===== config.mk =====
export PLATFORM = sky130hd
export DESIGN_NAME = mmse_frame_loader
export DESIGN_NICKNAME = d
export VERILOG_FILES = /design/src/rtl/mmse_frame_loader.sv
export SDC_FILE = /design/constraint.sdc
export NUM_CORES = 1
export LEC_CHECK = 0
export CORE_AREA = 3 3 322 324
export CTS_CLUSTER_SIZE = 40
export DETAILED_ROUTE_END_ITERATION = 8
export DIE_AREA = 0 0 325 327
export GPL_TIMING_DRIVEN = 0
export PLACE_DENSITY = 0.57
export SLEW_MARGIN = 20
export SYNTH_ARGS = -nofsm -noshare
export SYNTH_HDL_FRONTEND = slang
export SYNTH_SLANG_ARGS = --single-unit

===== constraint.sdc =====
create_clock -name clk -period 13.3 [get_ports clk]
set_input_delay 2.66 -clock clk [delete_from_list [all_inputs] [get_ports clk]]
set_output_delay 2.66 -clock clk [all_outputs]
set_load 0.01 [all_outputs]

===== src/rtl/mmse_frame_loader.sv =====
// mmse_frame_loader: serial-to-parallel frame sequencer for the MMSE core.
// Streams in H, y, N (row-major signed words), hands them to the core as
// flat buses, waits on the start/finish handshake, then streams x back out.
// Optional watchdog on the WAIT state: define MMSE_LOADER_TIMEOUT_EN.
module mmse_frame_loader #(
  parameter int W       = 16,
  parameter int NR      = 4,
  parameter int NC      = 2,
  parameter int TIMEOUT = 1024
) (
  input  logic                 clk,
  input  logic                 reset,
  input  logic                 in_valid,
  output logic                 in_ready,
  input  logic [W-1:0]         in_data,
  output logic [NR*NR*W-1:0]   h_flat,
  output logic [NR*NC*W-1:0]   y_flat,
  output logic [NR*NR*W-1:0]   n_flat,
  output logic                 core_start,
  input  logic                 core_finish,
  input  logic [NR*NC*W-1:0]   x_flat,
  output logic                 out_valid,
  input  logic                 out_ready,
  output logic [W-1:0]         out_data,
  output logic                 out_last,
  output logic                 busy,
  output logic [15:0]          frame_cnt
`ifdef MMSE_LOADER_TIMEOUT_EN
  , output logic               timeout_err
`endif
);

  localparam int HN  = NR * NR;
  localparam int YN  = NR * NC;
  localparam int NIN = 2 * HN + YN;
  localparam int CW  = $clog2(NIN + 1);

  localparam logic [CW-1:0] LAST_IN  = CW'(NIN - 1);
  localparam logic [CW-1:0] LAST_OUT = CW'(YN - 1);
  localparam logic [CW-1:0] Y_BASE   = CW'(HN);
  localparam logic [CW-1:0] N_BASE   = CW'(HN + YN);

  typedef enum logic [1:0] {IDLE, LOAD, WAIT, DRAIN} state_t;

  state_t              state_q, state_d;
  logic [CW-1:0]       cnt;
  logic [NR*NC*W-1:0]  x_q;
  logic                in_acc;
  logic                out_acc;
  logic                wd_expire;

  assign in_acc  = in_valid & in_ready;
  assign out_acc = out_valid & out_ready;

`ifdef MMSE_LOADER_TIMEOUT_EN
  localparam int WDW = $clog2(TIMEOUT + 1);
  logic [WDW-1:0] wd_cnt;

  // Expiry only matters when finish is absent; the next-state logic gives
  // core_finish priority on the same cycle.
  assign wd_expire = (state_q == WAIT) && (wd_cnt == WDW'(TIMEOUT - 1));

  // Watchdog: count WAIT cycles, flag a missing finish (sticky until reset).
  always_ff @(posedge clk or negedge reset) begin
    if (!reset) begin
      wd_cnt      <= '0;
      timeout_err <= 1'b0;
    end else begin
      wd_cnt <= (state_q == WAIT) ? wd_cnt + 1'b1 : '0;
      if (wd_expire && !core_finish) timeout_err <= 1'b1;
    end
  end
`else
  assign wd_expire = 1'b0;
`endif

  // State register.
  // NOTE: every clocked assignment is non-blocking so all flops update from
  // the same pre-edge values regardless of statement order.
  always_ff @(posedge clk or negedge reset) begin
    if (!reset) state_q <= IDLE;
    else        state_q <= state_d;
  end

  // Next-state logic; core_finish is only looked at in WAIT.
  // NOTE: default assignment first so no path leaves state_d unassigned
  // and no latch is inferred.
  always_comb begin
    state_d = state_q;
    unique case (state_q)
      IDLE:    if (in_acc) state_d = LOAD;
      LOAD:    if (in_acc && cnt == LAST_IN) state_d = WAIT;
      WAIT:    if (core_finish) state_d = DRAIN;
               else if (wd_expire) state_d = IDLE;
      DRAIN:   if (out_acc && cnt == LAST_OUT) state_d = IDLE;
      default: state_d = IDLE;
    endcase
  end

  // Handshake and output decode from the current state.
  always_comb begin
    in_ready   = reset && (state_q == IDLE || state_q == LOAD);
    core_start = (state_q == WAIT);
    out_valid  = (state_q == DRAIN);
    out_last   = (state_q == DRAIN) && (cnt == LAST_OUT);
    busy       = (state_q != IDLE);
    out_data   = '0;
    if (state_q == DRAIN) out_data = x_q[int'(cnt)*W +: W];
  end

  // Word counter, matrix registers, result capture and frame counter.
  // The flat buses are visible ports and must read 0 after reset, so they
  // are reset alongside the control state rather than left uninitialised.
  always_ff @(posedge clk or negedge reset) begin
    if (!reset) begin
      cnt       <= '0;
      h_flat    <= '0;
      y_flat    <= '0;
      n_flat    <= '0;
      x_q       <= '0;
      frame_cnt <= '0;
    end else begin
      if (in_acc) begin
        // cnt is 0 in IDLE, so the first word of a frame lands at index 0.
        if (cnt < Y_BASE)      h_flat[int'(cnt)*W +: W]            <= in_data;
        else if (cnt < N_BASE) y_flat[(int'(cnt) - HN)*W +: W]      <= in_data;
        else                   n_flat[(int'(cnt) - HN - YN)*W +: W] <= in_data;
        cnt <= (cnt == LAST_IN) ? '0 : cnt + 1'b1;
      end else if (out_acc) begin
        cnt <= (cnt == LAST_OUT) ? '0 : cnt + 1'b1;
      end

      if (state_q == WAIT && core_finish) x_q <= x_flat;

      if (out_acc && cnt == LAST_OUT) frame_cnt <= frame_cnt + 16'd1;
    end
  end

endmodule


==> run metrics, run 1 <==
outcome=completed; Post-Place Setup Slack=4.93 ns; Root Driver=clkbuf_16; Period minus WS final=8.04 ns; Worst-Skew Late Latency=0.67 ns; GRT overflow=0; CTS Buffer Depth=3; Critical Path AT=5.38 ns; clock-pin slew on the worst setup and hold paths=0.06 ns; Max stage delay cell, worst path=clkdlybuf4s50_1; initial drt markers=1549; leakage power=21.0 nW; flops & latches, synth=792; hold_sp=frame_cnt[15]$_DFFE_PN0P_; sw frac=35.1%; total global routing track utilization=24.6%; Yosys warning total=0; DR pass1 iterations=6; layout cells sized above 1=20.7%; CP max FO=128; largest net degree at the start of global routing=129; Final period util=60.4%; reg-to-reg startpoint=cnt[0]$_DFFE_PN0P_; via count=25500; Worst Hold Class=flip-flop to flip-flop; setup_tns=0 ns; EDFF count, synth=0; # rows=117; Int Pwr=5.11 mW; Seq/Total Area, Yosys=58.9%; Cell Area, Placed=43800 um^2; Die H=327 um; cts bufs inserted=90; vias in the first global route=25800; Req. time, crit path=10.64 ns; synthesized net count=2896; critical path class=input port to primary output; # resized after CTS=0; Worst Tran Pin Value=1.23 ns; final setup fails=0; Fin. Hold Viols=0; die area=106000 um^2; Post-synth top flop=dfrtp_1; most frequent CP cell=buf_16; Async S/R FF share, synth=100%; Syn-to-layout area delta=39.3%; Worst Hold Depth=1; first-pass GRT wire length=191 mm; area of the core=101000 um^2; most frequent cells in the layout=clkdlybuf4s50_1 (818), dfrtp_1 (792), mux2_2 (512), nand2_1 (383), clkbuf_1 (172); CTS Hold Bufs=0; Post-Syn Area=33700 um^2; Routed WL=134 mm; final instance area=46900 um^2; cells after synthesis=2716; setup slack, reg-to-reg=6.44 ns; Max-slew headroom=17.9%; Comb pwr share=30.3%; Final Net Count=3816; hold endpoint=frame_cnt[15]$_DFFE_PN0P_; RSZ-0062 raised after global routing=false; DIE WIDTH=325 um; net load switching power=2.76 mW; DP HPWL=103 mm; max cap viols=0; final worst clock skew=0.0305 ns; port bufs=819; Pins Over Slew Limit=0; PD cells=168 nW/um^2; top post-synthesis cells by area=dfrtp_1 (59%), mux2_2 (17%), nand2_1 (4.3%); power share of the sequential group=36.8%; PnR worst setup slack=5.26 ns; Worst VDD drop=0.125 mV; htree depth=3; # Post-CTS Setup Buffers=0; maximum clock frequency=0.124 GHz; initial antenna violation count=8; Crit. End Element=primary output; commonest non-fill, non-tap cell in the layout=clkdlybuf4s50_1; R2R Path End=y_flat[93]$_DFFE_PN0P_; CTS tree=yes; Clk pwr share=32.9%; vias per cell=5.02; Initial Util=33.2%; clock sink count=792; Routed Antenna Nets=0; CP Cell Sequence=buf_12 -> buf_16 -> buf_16 -> buf_16 -> o21a_1 -> clkdlybuf4s50_1; RD Place Congestion=0.876; Worst setup SP type=input port; Synth area leader=dfrtp_1; Worst Reg2Reg Path Length in Cells=15; Residual DRC=0; CP max stage delay=0.57 ns; distinct cell type count after synthesis=63; post-synth top area share=58.9%; # IOs=826; per-cell routed wire length=26.4 um; Syn Area/Cell=12.4 um^2
==> state kept, by name, summed over array words and instances, names as in the netlist <==
register   count
state_q        2
h_flat       256
cnt            6
n_flat       256
frame_cnt     16
y_flat       128
x_q          128
==> how the worst max path moves through the flow <==
stage                      from                       to  slack, ns  cells after the start
after floorplan           reset                 in_ready       7.84                      1
after global routing      reset                 in_ready       4.91                      6
after detailed placement  reset  h_flat[126]$_DFFE_PN0P_       4.93                     11
after CTS                 reset                 in_ready       5.14                      6
final                     reset                 in_ready       5.26                      6
after global placement    reset  n_flat[234]$_DFFE_PN0P_     -33.44                      9
==> power groups by stage <==
stage | registers (mW) | logic, mW | clock network [mW]
after floorplan | 2.90 | 1.28 | 0
after global placement | 2.95 | 2.37 | 0
after detailed placement | 2.94 | 2.41 | 0
after CTS | 2.89 | 2.42 | 2.65
after global routing | 2.92 | 2.58 | 2.75
final | 2.89 | 2.39 | 2.59
==> kinds of logic after synthesis <==
| logic type | synth area share [%] |
|---|---|
| and+or+nand+nor | 10.6 |
| xor gates and xnor gates | 0.747 |
| AOI/OAI and AO/OA | 5.05 |
| adders and majority gates | 1.20 |
| muxes | 20.6 |
| buffers and inverters | 2.94 |
| DFF | 58.9 |
==> cell type report <==
| class | instances | area [um^2] |
|---|---|---|
| timing repair buffer | 828 | 8420 |
| sequential | 792 | 19800 |
| clock buffer | 129 | 2650 |
| multi-input combinational | 1679 | 12900 |
| tap | 1368 | 1710 |
| fill | 9493 | 54500 |
| antenna | 3 | 7.51 |
| buffer | 195 | 813 |
| inverter | 50 | 188 |
| clock inverter | 29 | 399 |
==> layer usage <==
metal | share of wire (%) | up-vias | routed length, um | global-route usage [%]
met1 | 39 | 13100 | 52800 | 29.3
met4 | 3.6 | 4 | 4790 | 8.33
met2 | 50 | 875 | 66800 | 42.7
met5 | 0.020 | - | 27 | 0
li1 | - | 11300 | - | -
met3 | 7.2 | 185 | 9700 | 7.08
==> cells in the mapped netlist, drive strengths merged (7+ instances only) <==
cell and instances:
mux4 32, buf 34, mux2 530, xnor2 20
mux2i 21, ha 29, xor2 7, a21oi 23
nor3 29, a21o 12, nor4 15, o21ai 102
dfrtp 792, and3 44, and2 8, o31ai 116
nand2 383, nor2b 17, inv 49, nor2 161
nand3 51, clkbuf 161, nand4 22
==> metrics by stage <==
step           utilization (%)  power, mW  instances  hold WS [ns]
6_report                  46.2       7.87       5073         0.466
5_1_grt                   46.2       8.25       5070         0.489
4_1_cts                   46.2       7.96       5070         0.473
3_5_place_dp              43.2       5.34       4912         0.462
3_3_place_gp              43.0       5.32       4903         0.455
2_1_floorplan                -       4.19       2716         0.474
==> critical path, delay by kind of cell <==
kind,cells,cell delay (ns)
buf+inv,5,2.11
compound gates,1,0.21
No activity file was read; power rests on OpenSTA's default activity.
==> inputs of run 2 (changes only) <==
- clock period: 13.3 -> 7.5 ns (I/O delays scaled with it)
==> results of run 2 <==
Same layout as run 1 (identical final DEF). Status: completed.
Main changes from that run: setup slack after placement 4.93 ns -> 0.295 ns; clock-pin slew on the worst setup and hold paths 0.06 ns -> 0.07 ns; setup slack after layout 5.26 ns -> 0.637 ns; start point of the critical path reset -> cnt[0]$_DFFE_PN0P_; end point of the critical path in_ready -> y_flat[93]$_DFFE_PN0P_; register-to-register setup slack 6.44 ns -> 0.64 ns; total power 7.87 mW -> 14.0 mW; worst IR drop on VDD 0.125 mV -> 0.221 mV
==> inputs of run 3 (changes only) <==
- GPL_TIMING_DRIVEN: 0 -> unset
==> run 3 against run 2 <==
  * Sequential share of layout area rose by 0.22 points
  * Via count fell by 2.4%
  * Global-route usage fell by 0.75 points
  * First-iteration DRC count rose by 1.0%
  * Design area fell by 0.49%
  * Critical path type unchanged
  * Largest cell class unchanged
  * Largest power group unchanged
==> run metrics, run 3 (synthesized netlist as in run 1, its figures left out) <==
port bufs=825 (+0.73%); Worst-Skew Late Latency=0.67 ns (about the same); setup slack, reg-to-reg=2.15 ns; Worst Reg2Reg Path Length in Cells=14 (-1); CTS tree=yes; sw frac=34.4%; die area=106000 um^2 (unchanged); Int Pwr=9.18 mW; commonest non-fill, non-tap cell in the layout=clkdlybuf4s50_1; Period minus WS final=5.35 ns; GR peak layer=met2; Max-slew headroom=23.4% (+5.5 points); Crit. End Element=flip-flop; Clk pwr share=33.9% (+1.0 points); CP max stage delay=0.87 ns; total global routing track utilization=23.9% (-0.75 points); # Post-CTS Setup Buffers=0 (unchanged); met2 Use GR=41.0% (-1.8 points); first-pass GRT wire length=186 mm (-2.8%); maximum clock frequency=0.187 GHz; # resized after CTS=0 (unchanged); hold endpoint=h_flat[52]$_DFFE_PN0P_; R2R Path End=n_flat[37]$_DFFE_PN0P_; Routed Antenna Nets=0 (unchanged); net load switching power=4.82 mW; DR pass1 iterations=5 (-1); RD Place Congestion=0.800 (-8.7%); post-layout util=46.0% (-0.23 points); DIE WIDTH=325 um (unchanged); largest net degree at the start of global routing=85 (-34%); power share of the sequential group=36.6% (-0.2 points); Cell Area, Placed=43500 um^2 (-0.86%); vias per cell=5.03 (about the same); Pins Over Slew Limit=0 (unchanged); # IOs=826 (unchanged); max cap viols=0 (unchanged); Routed WL=130 mm (-3.4%); vias in the first global route=25300 (-2.0%); Initial Util=33.2% (unchanged); GR met3 Demand/Resource=6.67% (-0.41 points); cts bufs inserted=90 (unchanged); met1 Use GR=29.0% (-0.29 points); clock sink count=792 (unchanged); Worst VDD drop=0.237 mV; Residual DRC=0 (unchanged); Root Driver=clkbuf_16; final worst clock skew=0.0306 ns (+0.0000601 ns); via count=24900 (-2.4%); RSZ-0062 raised after global routing=false; area of the core=101000 um^2 (unchanged); Max stage delay cell, worst path=or4_1; critical path class=flip-flop to flip-flop; Req. time, crit path=8.04 ns; DP HPWL=92.1 mm (-10%); CTS Hold Bufs=0 (unchanged); reg-to-reg startpoint=cnt[3]$_DFFE_PN0P_; GRT overflow=0 (unchanged); final instance area=46700 um^2 (-0.49%); # rows=117 (unchanged); final setup fails=0 (unchanged); Comb pwr share=29.5% (-0.8 points); CTS Buffer Depth=3 (unchanged); Die H=327 um (unchanged); initial drt markers=1565 (+1.0%); CP max FO=19; hold_sp=h_flat[52]$_DFFE_PN0P_; CP Cell Sequence=inv_1 -> ha_1 -> inv_1 -> fa_1 -> nor3_2 -> nand3_1 -> ha_1 -> nand2b_1 -> nor4_1 -> nand3_1 -> mux2_2 -> or4_1 -> buf_4 -> mux2_2; setup_tns=0 ns (unchanged); htree depth=3 (unchanged); final hold slack=0.472 ns (+0.00589 ns); initial antenna violation count=11 (+3); top flop regs=h_flat: 256 flops, n_flat: 256 flops; Worst Hold Class=flip-flop to flip-flop; layout cells sized above 1=22.8% (+2.2 points); Critical Path AT=5.90 ns; Worst Hold Depth=2 (+1); Worst setup SP type=flip-flop; clock-pin slew on the worst setup and hold paths=0.07 ns; Fin. Hold Viols=0 (unchanged); per-cell routed wire length=26.2 um (-0.94%); Syn-to-layout area delta=38.6%; most frequent cells in the layout=clkdlybuf4s50_1 (816), dfrtp_1 (790), mux2_2 (512), nand2_1 (382), nor2_1 (155); Final period util=71.4%; outcome=completed; Final Net Count=3693 (-3.2%); leakage power=21.0 nW (about the same); PD cells=300 nW/um^2; Worst Tran Pin Value=1.13 ns (-0.0983 ns)
[run 3: power groups by stage]
stage | Combinational, mW | Sequential (mW) | Clock [mW]
after floorplan | 2.27 | 5.15 | 0
after global placement | 4.16 | 5.18 | 0
after detailed placement | 4.20 | 5.20 | 0
after CTS | 4.21 | 5.13 | 4.87
after global routing | 4.46 | 5.18 | 5.01
final | 4.12 | 5.12 | 4.74
[run 3: worst max-delay path by stage]
stage / cells after the start / endpoint / startpoint
floorplan: 15 / y_flat[86]$_DFFE_PN0P_ / cnt[0]$_DFFE_PN0P_
global placement: 14 / n_flat[35]$_DFFE_PN0P_ / cnt[3]$_DFFE_PN0P_
detailed placement: 14 / n_flat[35]$_DFFE_PN0P_ / cnt[3]$_DFFE_PN0P_
CTS: 14 / n_flat[35]$_DFFE_PN0P_ / cnt[3]$_DFFE_PN0P_
global route: 13 / n_flat[12]$_DFFE_PN0P_ / cnt[3]$_DFFE_PN0P_
finish: 14 / n_flat[37]$_DFFE_PN0P_ / cnt[3]$_DFFE_PN0P_
[run 3: critical path, delay by kind of cell (launching register included)]
kind	cells	cell delay, ns
simple gates	6	2.03
flops	1	0.68
mux	2	0.74
buf+inv	3	0.60
fa+ha+maj	3	1.16
[run 3: per-layer routing]
layer / part of all wire (%) / up-vias / wire (um)
li1: - / 11100 / -
met5: 0.038 / - / 49
met4: 3.6 / 8 / 4630
met2: 49 / 848 / 63900
met3: 7.1 / 204 / 9210
met1: 40 / 12800 / 51700
[run 3: final cells by class]
type,instances,area (um^2)
antenna,2,5.00
inverter,50,188
tap,1368,1710
fill,9403,54800
sequential,792,19800
timing repair buffer,900,8810
clock buffer,128,2610
clock inverter,28,559
multi-input combinational,1679,13000
[run 3: stage by stage]
step	total power, mW	std cells	setup slack [ns]
2_1_floorplan	7.42	2716	2.73
3_3_place_gp	9.34	4788	2.25
3_5_place_dp	9.40	4788	2.16
4_1_cts	14.2	4944	2.13
5_1_grt	14.6	4945	1.79
6_report	14.0	4947	2.15
